<file path="src/rtl/serial_pattern_tx.sv">
// Serial pattern transmitter: shifts a latched parallel pattern out MSB-first,
// repeating the frame a programmable number of times with a fixed idle gap.
module serial_pattern_tx #(
  parameter int WIDTH   = 8,
  parameter int GAP_LEN = 2,
  parameter int CNT_W   = 4
) (
  input  logic             clk,
  input  logic             rst,
  input  logic             start,
  input  logic             abort,
  input  logic [WIDTH-1:0] pattern,
  input  logic [3:0]       repeat_cnt,
  output logic             dout,
  output logic             dout_valid,
  output logic             frame_end,
  output logic             done,
  output logic             busy
);

  typedef enum logic [1:0] {
    S_IDLE  = 2'd0,
    S_SHIFT = 2'd1,
    S_GAP   = 2'd2
  } state_t;

  localparam logic [CNT_W-1:0] BIT_LAST = CNT_W'(WIDTH - 1);
  // GAP is never entered when GAP_LEN is 0, so the value then is irrelevant.
  localparam logic [CNT_W-1:0] GAP_LAST = (GAP_LEN > 0) ? CNT_W'(GAP_LEN - 1) : '0;

  state_t           state_q, state_d;
  logic [WIDTH-1:0] shift_q, shift_d;
  logic [WIDTH-1:0] hold_q, hold_d;
  logic [3:0]       frames_q, frames_d;
  logic [CNT_W-1:0] bitcnt_q, bitcnt_d;
  logic [CNT_W-1:0] gapcnt_q, gapcnt_d;
  logic             dout_q, dout_d;
  logic             valid_q, valid_d;
  logic             frame_end_q, frame_end_d;
  logic             done_q, done_d;
  logic             busy_q, busy_d;

  always_comb begin
    state_d     = state_q;
    shift_d     = shift_q;
    hold_d      = hold_q;
    frames_d    = frames_q;
    bitcnt_d    = bitcnt_q;
    gapcnt_d    = gapcnt_q;
    busy_d      = busy_q;
    dout_d      = 1'b0;
    valid_d     = 1'b0;
    frame_end_d = 1'b0;
    done_d      = 1'b0;

    case (state_q)
      S_IDLE: begin
        busy_d = 1'b0;
        // abort beats a simultaneous start
        if (start && !abort) begin
          shift_d  = pattern;
          hold_d   = pattern;
          frames_d = (repeat_cnt == 4'd0) ? 4'd1 : repeat_cnt;
          bitcnt_d = '0;
          busy_d   = 1'b1;
          state_d  = S_SHIFT;
        end
      end

      S_SHIFT: begin
        if (abort) begin
          busy_d  = 1'b0;
          state_d = S_IDLE;
        end else begin
          dout_d   = shift_q[WIDTH-1];
          shift_d  = shift_q << 1;
          valid_d  = 1'b1;
          bitcnt_d = bitcnt_q + 1'b1;
          if (bitcnt_q == BIT_LAST) begin
            frame_end_d = 1'b1;
            frames_d    = frames_q - 1'b1;
            if (frames_q == 4'd1) begin
              done_d  = 1'b1;
              busy_d  = 1'b0;
              state_d = S_IDLE;
            end else if (GAP_LEN > 0) begin
              gapcnt_d = '0;
              state_d  = S_GAP;
            end else begin
              shift_d  = hold_q;
              bitcnt_d = '0;
            end
          end
        end
      end

      S_GAP: begin
        if (abort) begin
          busy_d  = 1'b0;
          state_d = S_IDLE;
        end else begin
          gapcnt_d = gapcnt_q + 1'b1;
          if (gapcnt_q == GAP_LAST) begin
            shift_d  = hold_q;
            bitcnt_d = '0;
            state_d  = S_SHIFT;
          end
        end
      end

      default: begin
        busy_d  = 1'b0;
        state_d = S_IDLE;
      end
    endcase
  end

  always_ff @(posedge clk) begin
    if (rst) begin
      state_q     <= S_IDLE;
      shift_q     <= '0;
      hold_q      <= '0;
      frames_q    <= '0;
      bitcnt_q    <= '0;
      gapcnt_q    <= '0;
      dout_q      <= 1'b0;
      valid_q     <= 1'b0;
      frame_end_q <= 1'b0;
      done_q      <= 1'b0;
      busy_q      <= 1'b0;
    end else begin
      state_q     <= state_d;
      shift_q     <= shift_d;
      hold_q      <= hold_d;
      frames_q    <= frames_d;
      bitcnt_q    <= bitcnt_d;
      gapcnt_q    <= gapcnt_d;
      dout_q      <= dout_d;
      valid_q     <= valid_d;
      frame_end_q <= frame_end_d;
      done_q      <= done_d;
      busy_q      <= busy_d;
    end
  end

  assign dout       = dout_q;
  assign dout_valid = valid_q;
  assign frame_end  = frame_end_q;
  assign done       = done_q;
  assign busy       = busy_q;

endmodule

</file>
<file path="config.mk">
export PLATFORM = sky130hd
export DESIGN_NAME = serial_pattern_tx
export DESIGN_NICKNAME = d
export VERILOG_FILES = /design/src/rtl/serial_pattern_tx.sv
export SDC_FILE = /design/constraint.sdc
export NUM_CORES = 1
export LEC_CHECK = 0
export ABC_AREA = 1
export CAP_MARGIN = 20
export CORE_MARGIN = 2
export CORE_UTILIZATION = 50
export CTS_BUF_LIST = sky130_fd_sc_hd__clkbuf_4
export DETAILED_ROUTE_END_ITERATION = 7
export GPL_TIMING_DRIVEN = 0
export PLACE_DENSITY = 0.72
export SLEW_MARGIN = 5
export SYNTH_ARGS = -nofsm -noshare
export SYNTH_HDL_FRONTEND = slang
export SYNTH_SLANG_ARGS = --single-unit
</file>
<file path="constraint.sdc">
create_clock -name clk -period 2.19 [get_ports clk]
set_input_delay 0.219 -clock clk [delete_from_list [all_inputs] [get_ports clk]]
set_output_delay 0.219 -clock clk [all_outputs]
set_load 0.01 [all_outputs]
</file>
**After elaboration in Yosys (flattened, before gate mapping)**

Cells that the tools add are included.

- Register bits after elaboration: 35
- Input port bits: 16
- Output and inout port bits: 5
- Logic and storage cells: 83

- $add $sub $neg: 3
- Equal/unequal tests: 15
- Multiplexer cells: 36
- Bitwise operators: 2
- Reduce and logical (&&, ||, !) cells: 16

Operators by type and width:

| cell | number |
|---|---|
| $mux W4 | 12 |
| $mux W8 | 4 |
| $pmux W8 S3 | 1 |
| $pmux W4 S2 | 2 |
| $ne A2 B2 Y1 const B | 7 |
| $mux W2 | 6 |
| $pmux W4 S3 | 1 |
| $reduce_and A5 Y1 | 2 |
| $ne A3 B3 Y1 const B | 3 |
| $add A4 B1 Y4 const B | 2 |
| $eq A4 B1 Y1 const B | 2 |
| $mux W1 | 8 |
| $pmux W2 S3 | 1 |
| $reduce_and A3 Y1 | 2 |
| $eq A4 B3 Y1 const B | 1 |
| $logic_not A4 Y1 | 1 |
| $reduce_and A4 Y1 | 1 |
| $reduce_bool A2 Y1 | 2 |
| $reduce_or A4 Y1 | 1 |
| $sub A4 B1 Y4 const B | 1 |
| $pmux W1 S3 | 1 |
| $reduce_bool A3 Y1 | 1 |
| $reduce_or A3 Y1 | 1 |
| $eq A2 B1 Y1 const B | 1 |
| 7 further kinds | 8 |

**Depth between registers and ports, before layout**

Gate-level depths: netlist of run 1.

- Word-level depth: 5
- Mapped depth: 11

**Worst setup path before layout of run 1**

OpenSTA, ideal clock, no wires.

- Kind: register to register
- Start point: register state_q[0]
- End point: register shift_q[1]
- Library setup time: 0.113 ns
- Arrival: 1.396 ns
- Slack: 0.682 ns
- Stages on the path, launching flop included: 10
- Path buffers: 1
- Clock period less this slack: 1.508 ns
- Cell sequence: dfxtp_1 -> inv_1 -> ha_1 -> inv_1 -> clkbuf_1 -> a21oi_1 -> a21oi_1 -> nand2_1 -> nand2_1 -> nor2_1

- Word-level cells in the longest chain between the ends: 3
- Elaborated cells between the ends (all ways): 10

Ends and longest elaborated chain:

| element | line | source |
|---|---|---|
| start: declaration | 31 | `state_t state_q, state_d;` |
| start signal: assignment | 132 | `state_q <= state_d;` |
| $eq A2 B2 Y1, or another cell as far along | 56 | `case (state_q)` |
| $ne A2 B2 Y1 (no line) or $reduce_bool A3 Y1 (tied branches) | - |  |
| $reduce_and A5 Y1 (no line) | - |  |
| end signal: assignment | 133 | `shift_q <= shift_d;` |
| end: declaration | 32 | `logic [WIDTH-1:0] shift_q, shift_d;` |

Several ways; a longest one is shown, not always the timed one.
A chain may end at the register's enable or synchronous reset.

**Final worst setup path of run 1**

- Start point: register state_q[0]
- End point: register shift_q[4]

Same word-level chain as after synthesis.

==> impl_metrics.py, run 1 <==
metrics = {
    "run_status": {
        "status": "finished, final reports clean",
    },
    "global_routing": {
        "antenna_found_initial": 0,
        "grt_pass1_vias": 1693,
        "grt_pass1_wl_um": 7350,
        "grt_max_degree": 11,
        "grt_usage": 0.221,
        "grt_overflow": 0,
    },
    "placement": {
        "gp_congestion": 0.809,
        "dp.cells": 346,
        "place_ws_ns": 0.405,
        "port_buffers": 19,
        "hpwl_um": 3100,
        "placed_area_sq_um": 2170,
    },
    "critical_path": {
        "cp_max_fo": 10,
        "cpPeakStageDelay_ns": 0.41,
        "crit_buf_inv": 3,
        "arrival_ns": 2.08,
        "crit_family": "buffers and inverters",
        "crit_chain": "inv_1 -> ha_1 -> inv_1 -> clkbuf_1 -> nand2_1 -> o21ai_0 -> a21oi_1 -> nand2_1 -> nand2_1 -> nor2_1",
        "path_class": "flop to flop",
        "cp_common_cell": "nand2_1",
        "slowest_stage": "dfxtp_1",
        "critPathLaunchType": "flop",
        "endpoint_kind": "flop",
        "cp_data_required_time_ns": 2.48,
    },
    "flow_run": {
        "cap_violations": 0,
    },
    "sta": {
        "hold_viol": 0,
        "setup_viol_count_final": 0,
        "tns_ns": 0,
        "relSlewSlack": 0.695,
        "finalCriticalPeriod_ns": 1.80,
        "clock_skew_ns": 0.00829,
        "rsz0062_at_grt": "false",
        "tightest_slew_ns": 0.457,
        "timing.fmax_mhz": 556,
        "slew_violations": 0,
        "hold_ws_ns": 0.0965,
        "finalCritPeriodShare": 0.821,
        "layout_setup_ws_ns": 0.392,
    },
    "cts": {
        "cts_tree": "built",
        "cts_sinks": 35,
        "clock_path_buffers": 2,
        "cts_made_buffers": 5,
        "post_cts_buffers": 0,
        "cts-root-buf": "clkbuf_4",
        "insertion_delay_ns": 0.34,
        "cts_hold_buffers": 0,
        "clk_pin_slew_ns": 0.10,
        "cts_resized": 0,
        "cts_max_level": 2,
    },
    "yosys": {
        "yosysWarnings": 0,
        "ys_seq_area_frac": 0.365,
        "synthCells": 279,
        "synth_top_area_share": 0.365,
        "yosysUniqueCellTypes": 28,
        "post_synth.cell_area_avg_sq_um": 6.88,
        "async_flop_share": 0,
        "synth_area_sq_um": 1920,
        "synth.area.top_cells": "dfxtp_1 36%, nand2_1 16%, ha_1 7.2%",
        "synth_top_area_cell": "dfxtp_1",
        "synth_edf_count": 0,
        "ys_dominant_reg_cell": "dfxtp_1",
        "synthTopCellsByCount": "82 x nand2_1, 36 x nor2_1, 35 x dfxtp_1",
        "yosysMostFrequentCell": "nand2_1",
        "synth_nets": 306,
        "yosys_register_bits": 35,
    },
    "die": {
        "die_w_um": 66.0,
        "die_h_um": 66.0,
        "coreArea_sq_um": 3690,
        "std_cell_rows": 22,
        "ios": 21,
        "dieArea_sq_um": 4350,
        "initial_core_util": 0.521,
    },
    "cells_and_area": {
        "area_growth_pct": 15.4,
        "finalNonFillerCells": 353,
        "antennaDiodeCount": 0,
        "fin_area_sq_um": 2220,
        "drive_gt1_frac": 0.0885,
        "fin_util": 0.601,
        "register_area_sq_um": 701,
        "fin_nets": 332,
        "nFillCells": 370,
        "multi_input_area_sq_um": 1040,
    },
    "route": {
        "routed_wl_um": 4120,
        "routedWlPerCell_um": 11.7,
        "drt-initial-drc-count": 78,
        "vias_per_cell": 4.99,
        "drc": 0,
        "vias": 1762,
        "postRouteAntennaNets": 0,
        "firstDrtPassIters": 4,
    },
    "pwr": {
        "p_sw_frac": 0.455,
        "sequentialPowerShare": 0.342,
        "p_int_mw": 1.42,
        "vdd_drop_max_mv": 0.636,
        "pwr-share-clk": 0.126,
        "power_density_nw_per_um2": 1170,
        "combPwrFrac": 0.532,
        "total_leakage_power_nw": 0.981,
        "power_mw": 2.60,
        "switching_power_mw": 1.18,
    },
    "min_path": {
        "hp-class": "input pin to flop",
    },
}
==> per-layer routing <==
metal / routed length (um) / GRT usage
met1: 1930 / 0.256
met2: 1970 / 0.394
met3: 156 / 0.0562
met4: 64 / 0.0765
met5: 0 / 0
==> sequential cells by signal, summed over array words and instances, names as in the netlist <==
signal,flops
state_q,2
done,1
gapcnt_q,4
bitcnt_q,4
shift_q,8
busy,1
dout,1
hold_q,8
frame_end,1
dout_valid,1
frames_q,4
==> layout by cell type (no fill, tap or decap), types with 3 or more instances in the layout <==
cell,count
clkbuf_4,5
nand2_2,5
buf_2,3
nand2_1,82
nor2_1,36
dfxtp_1,35
clkdlybuf4s50_1,19
a21oi_1,27
nand4_1,4
ha_1,11
o21ai_0,15
nand3_1,13
inv_1,25
==> cells by family after synthesis <==
| logic type | Yosys count | synth area share |
|---|---|---|
| xor gates and xnor gates | 2 | 0.00912 |
| buffers and inverters | 36 | 0.0925 |
| DFF | 35 | 0.365 |
| and+or+nand+nor | 149 | 0.336 |
| adders and majority gates | 11 | 0.0717 |
| AOI/OAI and AO/OA | 46 | 0.126 |
==> final timing paths <==
path	from	endpoint	slack [ns]	cells after the start
worst max-delay path	state_q[0]	shift_q[4]	0.39	10
worst min-delay path	rst	gapcnt_q[0]	0.1	2
worst max register to register	state_q[0]	shift_q[4]	0.39	10
worst min register to register	hold_q[7]	hold_q[7]	0.46	2
==> power by group through the flow <==
stage / sequential [mW] / clock [mW] / combinational [mW]
6_report: 0.888 / 0.328 / 1.38
5_1_grt: 0.905 / 0.371 / 1.60
4_1_cts: 0.889 / 0.339 / 1.39
3_5_place_dp: 0.905 / 0 / 1.39
3_3_place_gp: 0.900 / 0 / 1.37
2_1_floorplan: 0.881 / 0 / 1.09
==> final cells by class <==
type                    instances  share of cell area
clock buffers                   5              0.0169
multi-input cells             208               0.470
clock inverters                 2             0.00395
inverters                      27              0.0457
plain buffers                   9              0.0344
well taps                      48              0.0271
flip-flops and latches         35               0.316
repair buffers                 19              0.0858
(Power assumes the default switching activity.)
==> run 2, diff against run 1 <==
- clock period: 2.19 -> 1.8 ns (I/O delays scaled with it)
==> impl_metrics.py, run 2 (same netlist as run 1, synthesis figures left out) <==
metrics = {
    "run_status": {
        "status": "finished, final reports clean",
    },
    "cts": {
        "cts_max_level": 2,
        "clock_path_buffers": 2,
        "clk_pin_slew_ns": 0.10,
        "cts-root-buf": "clkbuf_4",
        "post_cts_buffers": 0,
        "cts_tree": "built",
        "cts_made_buffers": 5,
        "cts_hold_buffers": 0,
        "insertion_delay_ns": 0.34,
        "cts_sinks": 35,
    },
    "global_routing": {
        "grt_pass1_vias": 1693,
        "grt_max_degree": 12,
        "grt_usage": 0.221,
        "antenna_found_initial": 0,
        "grt_overflow": 0,
        "grt_pass1_wl_um": 7350,
    },
    "die": {
        "die_w_um": 66.0,
        "ios": 21,
        "die_h_um": 66.0,
        "initial_core_util": 0.521,
        "dieArea_sq_um": 4350,
        "coreArea_sq_um": 3690,
        "std_cell_rows": 22,
    },
    "route": {
        "vias_per_cell": 5.02,
        "routed_wl_um": 4150,
        "firstDrtPassIters": 4,
        "routedWlPerCell_um": 11.8,
        "vias": 1767,
        "drt-initial-drc-count": 87,
        "postRouteAntennaNets": 0,
        "drc": 0,
    },
    "min_path": {
        "min-delay-start": "rst",
        "hp-class": "input pin to flop",
    },
    "critical_path": {
        "path_class": "flop to flop",
        "cp_data_required_time_ns": 2.09,
        "regToRegSetupSlack_ns": 0.17,
        "critPathLaunchType": "flop",
        "crit_end": "shift_q[4]",
        "endpoint_kind": "flop",
        "rr_worst_depth": 9,
        "crit_start": "state_q[1]",
        "arrival_ns": 1.91,
        "worstReg2RegEnd": "shift_q[4]",
        "cp_max_fo": 11,
        "rr_startpoint": "state_q[1]",
    },
    "cells_and_area": {
        "fin_nets": 331,
        "drive_gt1_frac": 0.102,
        "area_growth_pct": 16.0,
        "antennaDiodeCount": 0,
        "top_regs": "hold_q (8), shift_q (8)",
        "nFillCells": 366,
        "register_area_sq_um": 702,
        "final_cell_mix": "81 x nand2_1, 36 x nor2_1, 34 x dfxtp_1",
        "layout_commonest_cell": "nand2_1",
        "multi_input_area_sq_um": 1050,
    },
    "placement": {
        "gp_congestion": 0.809,
        "place_ws_ns": 0.0150,
        "hpwl_um": 3100,
        "port_buffers": 19,
    },
    "pwr": {
        "vdd_drop_max_mv": 0.735,
        "power_mw": 3.18,
        "total_leakage_power_nw": 0.984,
        "power_density_nw_per_um2": 1430,
    },
    "sta": {
        "rsz0062_at_grt": "true",
        "layout_setup_ws_ns": 0.174,
        "relSlewSlack": 0.697,
        "finalCritPeriodShare": 0.903,
        "clock_skew_ns": 0.00827,
        "setup_viol_count_final": 0,
        "hold_ws_ns": 0.0599,
        "finalCriticalPeriod_ns": 1.63,
        "timing.fmax_mhz": 615,
        "slew_violations": 0,
        "hold_viol": 0,
        "tightest_slew_ns": 0.454,
    },
    "flow_run": {
        "cap_violations": 0,
    },
}
## run 2: how the worst min path moves through the flow
stage	end	slack [ns]	depth (start not counted)
floorplan	done	0.26	1
global placement	frames_q[2]	0.42	2
detailed placement	bitcnt_q[2]	0.42	2
CTS	gapcnt_q[0]	0.05	2
global route	frames_q[2]	0.03	2
finish	gapcnt_q[0]	0.06	2
## run 2: repair_timing
item                                    in CTS  in global routing
hold endpoints to repair                     0                  0
gates resized for setup                      0                  6
gates cloned                                 0                  0
endpoints found under the setup margin       1                  8
## run 2: layer usage
metal	vias to the layer above	track usage	wire (um)	part of all wire
met5	-	0	0	0
met4	0	0.0765	65	0.016
met3	7	0.0562	159	0.038
met2	32	0.394	2000	0.48
met1	796	0.256	1930	0.46
li1	932	-	-	-
## run 2: metrics by stage
step | utilization | TNS (ns) | instance area (sq um) | cells
floorplan | - | 0 | 1920 | 279
global placement | 0.589 | 0 | 2170 | 346
detailed placement | 0.589 | 0 | 2170 | 346
CTS | 0.600 | 0 | 2210 | 352
global route | 0.604 | -0.00976 | 2230 | 352
finish | 0.604 | 0 | 2230 | 352
## run 2: final cells by class
class	instances	area share
Inverter	27	0.0455
Clock inverter	2	0.00393
Sequential cell	35	0.315
Buffer	8	0.0337
Clock buffer	5	0.0168
Tap cell	48	0.0270
Timing Repair Buffer	19	0.0853
Multi-Input combinational cell	208	0.473
## run 2: where the power goes
part           total, mW  switching, mW  internal, mW  leakage [nW]
sequential          1.08          0.123         0.958         0.287
combinational       1.70           1.06         0.638         0.669
clock              0.400          0.262         0.138        0.0285
## run 2: critical path: stages, from the launching register on
cell and delay, ns:
dfxtp_1 0.42, inv_1 0.10, ha_1 0.32, inv_1 0.27
nand2_1 0.08, o21ai_0 0.10, a21oi_1 0.07, nand2_1 0.07
nand2_1 0.04, nor2_1 0.10
